## config.mk

```make
export PLATFORM = sky130hd
export DESIGN_NAME = seq_detect_ctrl
export DESIGN_NICKNAME = d
export VERILOG_FILES = /design/src/rtl/seq_detect_ctrl.sv
export SDC_FILE = /design/constraint.sdc
export NUM_CORES = 1
export LEC_CHECK = 0
export CAP_MARGIN = 20
export CORE_AREA = 5 5 69 95
export DETAILED_ROUTE_END_ITERATION = 10
export DIE_AREA = 0 0 74 100
export PLACE_DENSITY_LB_ADDON = 0.12
export REMOVE_ABC_BUFFERS = 1
export SLEW_MARGIN = 20
export SYNTH_ARGS = -nofsm -noshare
export SYNTH_HDL_FRONTEND = slang
export SYNTH_SLANG_ARGS = --single-unit
```

## constraint.sdc

```tcl
create_clock -name clk -period 6.85 [get_ports clk]
set_input_delay 0.685 -clock clk [delete_from_list [all_inputs] [get_ports clk]]
set_output_delay 0.685 -clock clk [all_outputs]
set_load 0.02 [all_outputs]
```

## src/rtl/seq_detect_ctrl.sv

```systemverilog
// Session controller for the serial sequence detector: serialises handshaked words MSB-first,
// clears the detector at session start and counts its hits until exhaustion, limit or abort.
module seq_detect_ctrl #(
    parameter int unsigned WORD_W       = 8,
    parameter int unsigned CNT_W        = 8,
    parameter int unsigned DRAIN_CYCLES = 2
) (
    input  logic              clk,
    input  logic              reset,
    input  logic              start,
    input  logic              abort,
    input  logic [7:0]        word_count,
    input  logic [CNT_W-1:0]  hit_limit,
    input  logic              in_valid,
    input  logic [WORD_W-1:0] in_data,
    output logic              in_ready,
    output logic              det_clear,
    output logic              det_data,
    output logic              det_en,
    input  logic              det_hit,
    output logic              busy,
    output logic              done,
    output logic [CNT_W-1:0]  hit_count,
    output logic              limit_reached
);

    localparam int unsigned CycMax = (WORD_W > DRAIN_CYCLES) ? WORD_W : DRAIN_CYCLES;
    localparam int unsigned CycW   = $clog2(CycMax + 1);

    typedef enum logic [2:0] {
        StIdle,
        StClear,
        StLoad,
        StShift,
        StDrain,
        StDone
    } state_e;

    state_e            state_q, state_d;
    logic [CycW-1:0]   cyc_q, cyc_d;
    logic [7:0]        words_q, words_d;
    logic [CNT_W-1:0]  limit_q, limit_d;
    logic [WORD_W-1:0] shreg_q, shreg_d;
    logic [CNT_W-1:0]  hit_count_q, hit_count_d;
    logic              limit_reached_q, limit_reached_d;
    logic              abort_clr_q, abort_clr_d;

    logic              count_en;
    logic [CNT_W-1:0]  hit_sat;
    logic              limit_hit;

    always_ff @(posedge clk or negedge reset) begin
        if (!reset) begin
            state_q         <= StIdle;
            cyc_q           <= '0;
            words_q         <= '0;
            limit_q         <= '0;
            shreg_q         <= '0;
            hit_count_q     <= '0;
            limit_reached_q <= 1'b0;
            abort_clr_q     <= 1'b0;
        end else begin
            state_q         <= state_d;
            cyc_q           <= cyc_d;
            words_q         <= words_d;
            limit_q         <= limit_d;
            shreg_q         <= shreg_d;
            hit_count_q     <= hit_count_d;
            limit_reached_q <= limit_reached_d;
            abort_clr_q     <= abort_clr_d;
        end
    end

    always_comb begin
        count_en  = (state_q == StClear) || (state_q == StLoad) ||
                    (state_q == StShift) || (state_q == StDrain);
        hit_sat   = (&hit_count_q) ? hit_count_q : hit_count_q + CNT_W'(1);
        limit_hit = count_en && det_hit && (limit_q != '0) && (hit_sat == limit_q);
    end

    always_comb begin
        state_d         = state_q;
        cyc_d           = cyc_q;
        words_d         = words_q;
        limit_d         = limit_q;
        shreg_d         = shreg_q;
        hit_count_d     = hit_count_q;
        limit_reached_d = limit_reached_q;
        abort_clr_d     = 1'b0;

        unique case (state_q)
            StIdle: begin
                if (start && !abort) begin
                    words_d         = word_count;
                    limit_d         = hit_limit;
                    hit_count_d     = '0;
                    limit_reached_d = 1'b0;
                    state_d         = StClear;
                end
            end
            StClear: begin
                cyc_d   = '0;
                state_d = (words_q == 8'd0) ? StDrain : StLoad;
            end
            StLoad: begin
                if (in_valid) begin
                    shreg_d = in_data;
                    words_d = words_q - 8'd1;
                    cyc_d   = '0;
                    state_d = StShift;
                end
            end
            StShift: begin
                shreg_d = {shreg_q[WORD_W-2:0], 1'b0};
                cyc_d   = cyc_q + CycW'(1);
                if (cyc_q == CycW'(WORD_W - 1)) begin
                    cyc_d   = '0;
                    state_d = (words_q != 8'd0) ? StLoad : StDrain;
                end
            end
            StDrain: begin
                cyc_d = cyc_q + CycW'(1);
                if (cyc_q == CycW'(DRAIN_CYCLES - 1)) begin
                    cyc_d   = '0;
                    state_d = StDone;
                end
            end
            StDone: begin
                state_d = StIdle;
            end
            default: state_d = StIdle;
        endcase

        if (count_en && det_hit) begin
            hit_count_d = hit_sat;
        end
        // Reaching the limit ends the session; a partially shifted word is dropped.
        if (limit_hit) begin
            limit_reached_d = 1'b1;
            cyc_d           = '0;
            state_d         = StDone;
        end
        // Abort overrides everything else and leaves the counters untouched.
        if (abort && (state_q != StIdle)) begin
            state_d         = StIdle;
            hit_count_d     = hit_count_q;
            limit_reached_d = limit_reached_q;
            cyc_d           = '0;
            abort_clr_d     = 1'b1;
        end
    end

    always_comb begin
        in_ready      = (state_q == StLoad);
        det_clear     = (state_q == StClear) || abort_clr_q;
        det_en        = (state_q == StShift);
        det_data      = (state_q == StShift) && shreg_q[WORD_W-1];
        busy          = (state_q != StIdle);
        done          = (state_q == StDone);
        hit_count     = hit_count_q;
        limit_reached = limit_reached_q;
    end

endmodule
```

After elaboration in Yosys (flattened, before gate mapping)

Index checks and enable logic that the tools add are counted.

Bits of input ports: 30
Flip-flop bits (word level): 41
Word-level logic and storage cells: 85
Output and inout bits: 15

Reduce and logical (&&, ||, !) cells: 31
Add/subtract/negate cells: 3
Bitwise operators: 1
Multiplexer cells: 28
Equal/unequal tests: 14

Operators by type and width:

| operator                                            | number |
|---|---|
| 2-to-1 mux 8 bit                                    | 7 |
| one-hot mux 8 bit (2 select lines)                  | 2 |
| 2-to-1 mux 3 bit                                    | 8 |
| 2-to-1 mux 4 bit                                    | 5 |
| one-hot mux 4 bit (4 select lines)                  | 1 |
| nonzero test 8 bit                                  | 2 |
| one-hot mux 3 bit (5 select lines)                  | 1 |
| nonzero test 2 bit                                  | 6 |
| AND reduction 3 bit                                 | 3 |
| adder 8 x 1 -> 8 bit, second input constant         | 1 |
| equality test 8 bit                                 | 1 |
| logical NOT 8 bit                                   | 1 |
| != test 4 x 2 -> 1 bit, second input constant       | 2 |
| AND reduction 8 bit                                 | 1 |
| subtractor 8 x 1 -> 8 bit, second input constant    | 1 |
| equality test 3 x 2 -> 1 bit, second input constant | 2 |
| equality test 3 bit, second input constant          | 2 |
| logical AND 1 bit                                   | 6 |
| AND reduction 2 bit                                 | 3 |
| nonzero test 6 bit                                  | 1 |
| adder 4 x 1 -> 4 bit, second input constant         | 1 |
| equality test 4 x 1 -> 1 bit, second input constant | 1 |
| equality test 4 x 3 -> 1 bit, second input constant | 1 |
| logical OR 1 bit                                    | 4 |
| other kinds (10)                                    | 14 |

Logic depth before layout (Yosys ltp)

Depth after elaboration: 9
Gate-level depth with buffers: 10
Mapped depth without buffers: 8

Least setup slack after synthesis

Ideal clock, no wire load.

Path type: register -> register
From: register hit_count_q[0] (netlist: hit_count[0])
To: register state_q[2]
Setup time: 125 ps
Path buffers: 0
Period minus slack after synthesis: 2498 ps
Setup slack: 4352 ps
Required time: 6725 ps
Stages on the path, launching flop included: 8
Arrival: 2373 ps
Cells stage by stage: dfrtp_1 ha_1 and3_1 a21oi_2 mux2_2 a2111oi_2 nand4_2 mux2_4

Longest elaborated chain between the ends: 6
Elaborated cells on any way between the ends: 12
Those cells by class: add/sub (1); eq/ne (5); mux (3); reduce/logical (3)

Ends and longest elaborated chain:

| item                                                              | RTL line | text |
|---|---|---|
| start, declared                                                   | 44       | `logic [CNT_W-1:0] hit_count_q, hit_count_d;` |
| start signal, assigned                                            | 68       | `hit_count_q <= hit_count_d;` |
| adder 8 x 1 -> 8 bit or AND reduction 8 bit (tied branches)       | 77       | `hit_sat = (&hit_count_q) ? hit_count_q : hit_count_q + CNT_W'(1);` |
| 2-to-1 mux 8 bit (*)                                              | 77       |  |
| equality test 8 bit (*)                                           | 78       | `limit_hit = count_en && det_hit && (limit_q != '0) && (hit_sat == limit_q);` |
| logical AND 1 bit (*)                                             | 78       |  |
| != test 4 bit (no line) (tied with other cells)                   | n/a      |  |
| AND reduction 4 bit (no line) or 2-to-1 mux 3 bit (tied branches) | n/a      |  |
| end signal, assigned                                              | 54       | `state_q <= StIdle;` |
| end signal, assigned                                              | 63       | `state_q <= state_d;` |
| end, declared                                                     | 39       | `state_e state_q, state_d;` |

Mark *: on every way between the ends. The rest lies on a longest branch, timed or not.
A chain may end at the register's enable or synchronous reset.

Final worst setup path

From: register state_q[2]
To: output port in_ready

Longest elaborated chain between the ends: 1

Ends and longest elaborated chain:

| item                         | RTL line | text |
|---|---|---|
| equality test 3 x 2 -> 1 bit | 154      | `in_ready = (state_q == StLoad);` |
| end, declared                | 16       | `output logic in_ready,` |

Every way passes these cells.

==> results by group <==
Status
  • Status: finished, final reports clean

Synthesis
  • Synth Area per Inst: 8.83 µm²
  • Flop and latch count out of synthesis: 41
  • Synthesized area: 2480 µm²
  • Post-synth top area cell: dfrtp_1
  • Yosys warns: 0
  • Fraction of registers with async set/reset: 1.00
  • Synth Area in Adders: 0.0252
  • Post-Synth Simple-Gate Area: 0.230
  • Main combinational cell family by area after synthesis: simple AND/OR/NAND/NOR gates
  • Gate Count Post-Synth: 281
  • Post-synth EDFFs: 0
  • Largest cells by area after synthesis: dfrtp_1 41%, nor2_1 4.7%, o21ai_0 4.4%, nand2_1 4.4%, mux2_2 3.6%
  • Multiplexer share of the synthesized area: 0.0545
  • Post-synthesis sequential area ratio: 0.414
  • Post-synthesis compound-gate area fraction: 0.194
  • Distinct cells, synth: 61
  • Share of the synthesized area in the top cell type: 0.414
  • Synth Area in XOR/XNOR: 0.0282
  • Top_reg_cell synth: dfrtp_1

Die
  • IO Pins: 45
  • Die Height: 100 µm
  • Total Die Area: 7400 µm²
  • Initial Util: 0.446
  • Die W: 74 µm
  • Row cnt: 32
  • Core Region: 5570 µm²

Clock tree
  • CTS resizes: 0
  • Clk_lat worst skew: 0.30 ns
  • CTS Buf Count: 5
  • Hold_buf cts: 0
  • Post-CTS setup buffers: 0
  • Clock root buffer: clkbuf_8
  • H-tree Lvls: 2
  • CTS tree: yes
  • Clock Pin Slew Worst Setup and Hold Paths: 0.08 ns
  • Total clock sinks: 41
  • CTS Buffer Depth: 2

Finish
  • Antenna Cells: 0
  • Most frequent cells in the layout: 43 x clkdlybuf4s50_1, 41 x dfrtp_1, 31 x nor2_1
  • Nets@finish: 354
  • Area grow syn2layout: 22.7%
  • Commonest non-fill, non-tap cell in the layout: clkdlybuf4s50_1
  • Fraction of layout cells with a size suffix above 1: 0.0875
  • Finished Layout Cells: 388
  • Post-route cell area: 3050 µm²

Detailed routing
  • Residual DRC count: 0
  • Total wire length: 5910 µm
  • Final ANT Viol Nets: 0
  • DR iter-0 viols: 174
  • DR vias: 2198
  • Drt via density: 5.66
  • DR pass1 iterations: 4
  • Avg WL per Cell: 15.2 µm

Timing
  • Slew Limit Fails: 0
  • Slew @ Worst Pin: 0.904 ns
  • Fin crit period: 3.03 ns
  • Clock skew: 0.00941 ns
  • Crit share post-route: 0.443
  • Max-Slew Margin vs Limit: 0.397
  • Final setup viols: 0
  • Final worst slack: 3.82 ns
  • Setup_tns: 0 ns
  • Final hold violations: 0
  • Fmax: 0.330 GHz
  • RSZ-0062 raised after global routing: false

Worst setup path
  • Setup crit end kind: output pin
  • CP max stage delay: 0.63 ns
  • CP max stage cell: clkdlybuf4s50_1
  • CP startpoint kind: flop
  • CP max FO: 17
  • Crit Path Category: reg -> out
  • Crit-path cells: nor2_1 > nand2_1 > clkinv_1 > clkdlybuf4s50_1
  • Worst path arrival time: 2.35 ns
  • CP required: 6.16 ns

Power
  • LEAKAGE: 1.26 nW
  • Pwr/cell area: 379 nW/µm²
  • VDD IR-drop max: 213 µV
  • Pwr Total: 1.15 mW

GRT
  • Antenna violations before repair: 0
  • Vias in the first global route: 2121
  • GR Layer Usage met3: 0.0361
  • Pin count of the biggest net entering global routing: 42
  • Gr ovfl total: 0
  • Grt peak-use layer: met2
  • Overall Global Routing Usage: 0.167
  • M2 GR Usage: 0.281
  • First-pass GRT wire length: 9840 µm
  • Met1 Track Usage GR: 0.206

Place
  • Detailed Place HPWL: 4270 µm
  • Cell Area, Placed: 2930 µm²
  • Gpl congestion: 0.829
  • Port Buf Inserts: 44
  • Placed cell count: 380
  • Pre-CTS WS: 4.10 ns

Hold path
  • HP Class: in -> async

Run
  • Max-cap violation count: 0
layer usage:
metal | vias to the layer above | share of wire
li1 | 1084 | -
met1 | 1042 | 0.43
met2 | 62 | 0.49
met3 | 10 | 0.054
met4 | 0 | 0.019
met5 | - | 0
worst paths after layout:
kind                                   startpoint                     end  slack, ns  depth (start not counted)
setup / recovery           state_q[2]$_DFFE_PN0P_                in_ready       3.82                          4
hold reg to reg            shreg_q[0]$_DFFE_PN0P_  shreg_q[0]$_DFFE_PN0P_       0.52                          2
hold / removal                              reset  words_q[4]$_DFFE_PN0P_       0.51                          1
min in group clk           shreg_q[0]$_DFFE_PN0P_  shreg_q[0]$_DFFE_PN0P_       0.52                          2
max in group asynchronous                   reset    cyc_q[2]$_DFFE_PN0P_       5.77                          1
setup reg to reg           state_q[2]$_DFFE_PN0P_  words_q[5]$_DFFE_PN0P_       4.24                          7
through the flow:
step                hold WS, ns  utilization
floorplan                 0.389            -
global placement          0.495        0.526
detailed placement        0.503        0.526
CTS                       0.522        0.547
global route              0.545        0.547
finish                    0.507        0.547
power by group:
part	internal [mW]	switching [mW]	total (mW)
Sequential	0.335	0.103	0.438
Combinational	0.233	0.279	0.512
Clock	0.119	0.0851	0.204
critical path: cells and delay by family, from the launching register on:
family	cells	cell delay, ns
buffers and inverters	2	1.03
DFF	1	0.53
and+or+nand+nor	2	0.49
Yosys cell counts (5+ instances only):
library cell / instances
ha_1: 5
xnor2_1: 5
clkbuf_1: 5
nor4_1: 5
nand2_1: 29
nor2_1: 31
a21oi_1: 14
nor3_1: 9
and3_1: 7
mux2_2: 8
nand3_1: 5
dfrtp_1: 41
inv_1: 16
o21ai_0: 22
a31oi_1: 10
flip-flops by register name, summed over array words and instances, names as in the netlist:
| signal | count |
|---|---|
| state_q | 3 |
| limit_reached | 1 |
| cyc_q | 4 |
| hit_count | 8 |
| abort_clr_q | 1 |
| shreg_q | 8 |
| words_q | 8 |
| limit_q | 8 |
final cells by class:
| cell class | instances | area (µm²) |
|---|---|---|
| flip-flops and latches | 41 | 1030 |
| inverters | 17 | 63.8 |
| clock buffers | 7 | 86.3 |
| multi-input cells | 210 | 1320 |
| clock inverters | 1 | 30.0 |
| well taps | 68 | 85.1 |
| fillers | 534 | 2520 |
| repair buffers | 44 | 435 |
cell families after synthesis:
logic type                 after synthesis
muxes                                   12
and+or+nand+nor                        110
xor gates and xnor gates                 8
buffers and inverters                   30
AOI/OAI and AO/OA                       75
adders and majority gates                5
DFF                                     41
(Power assumes the default switching activity.)
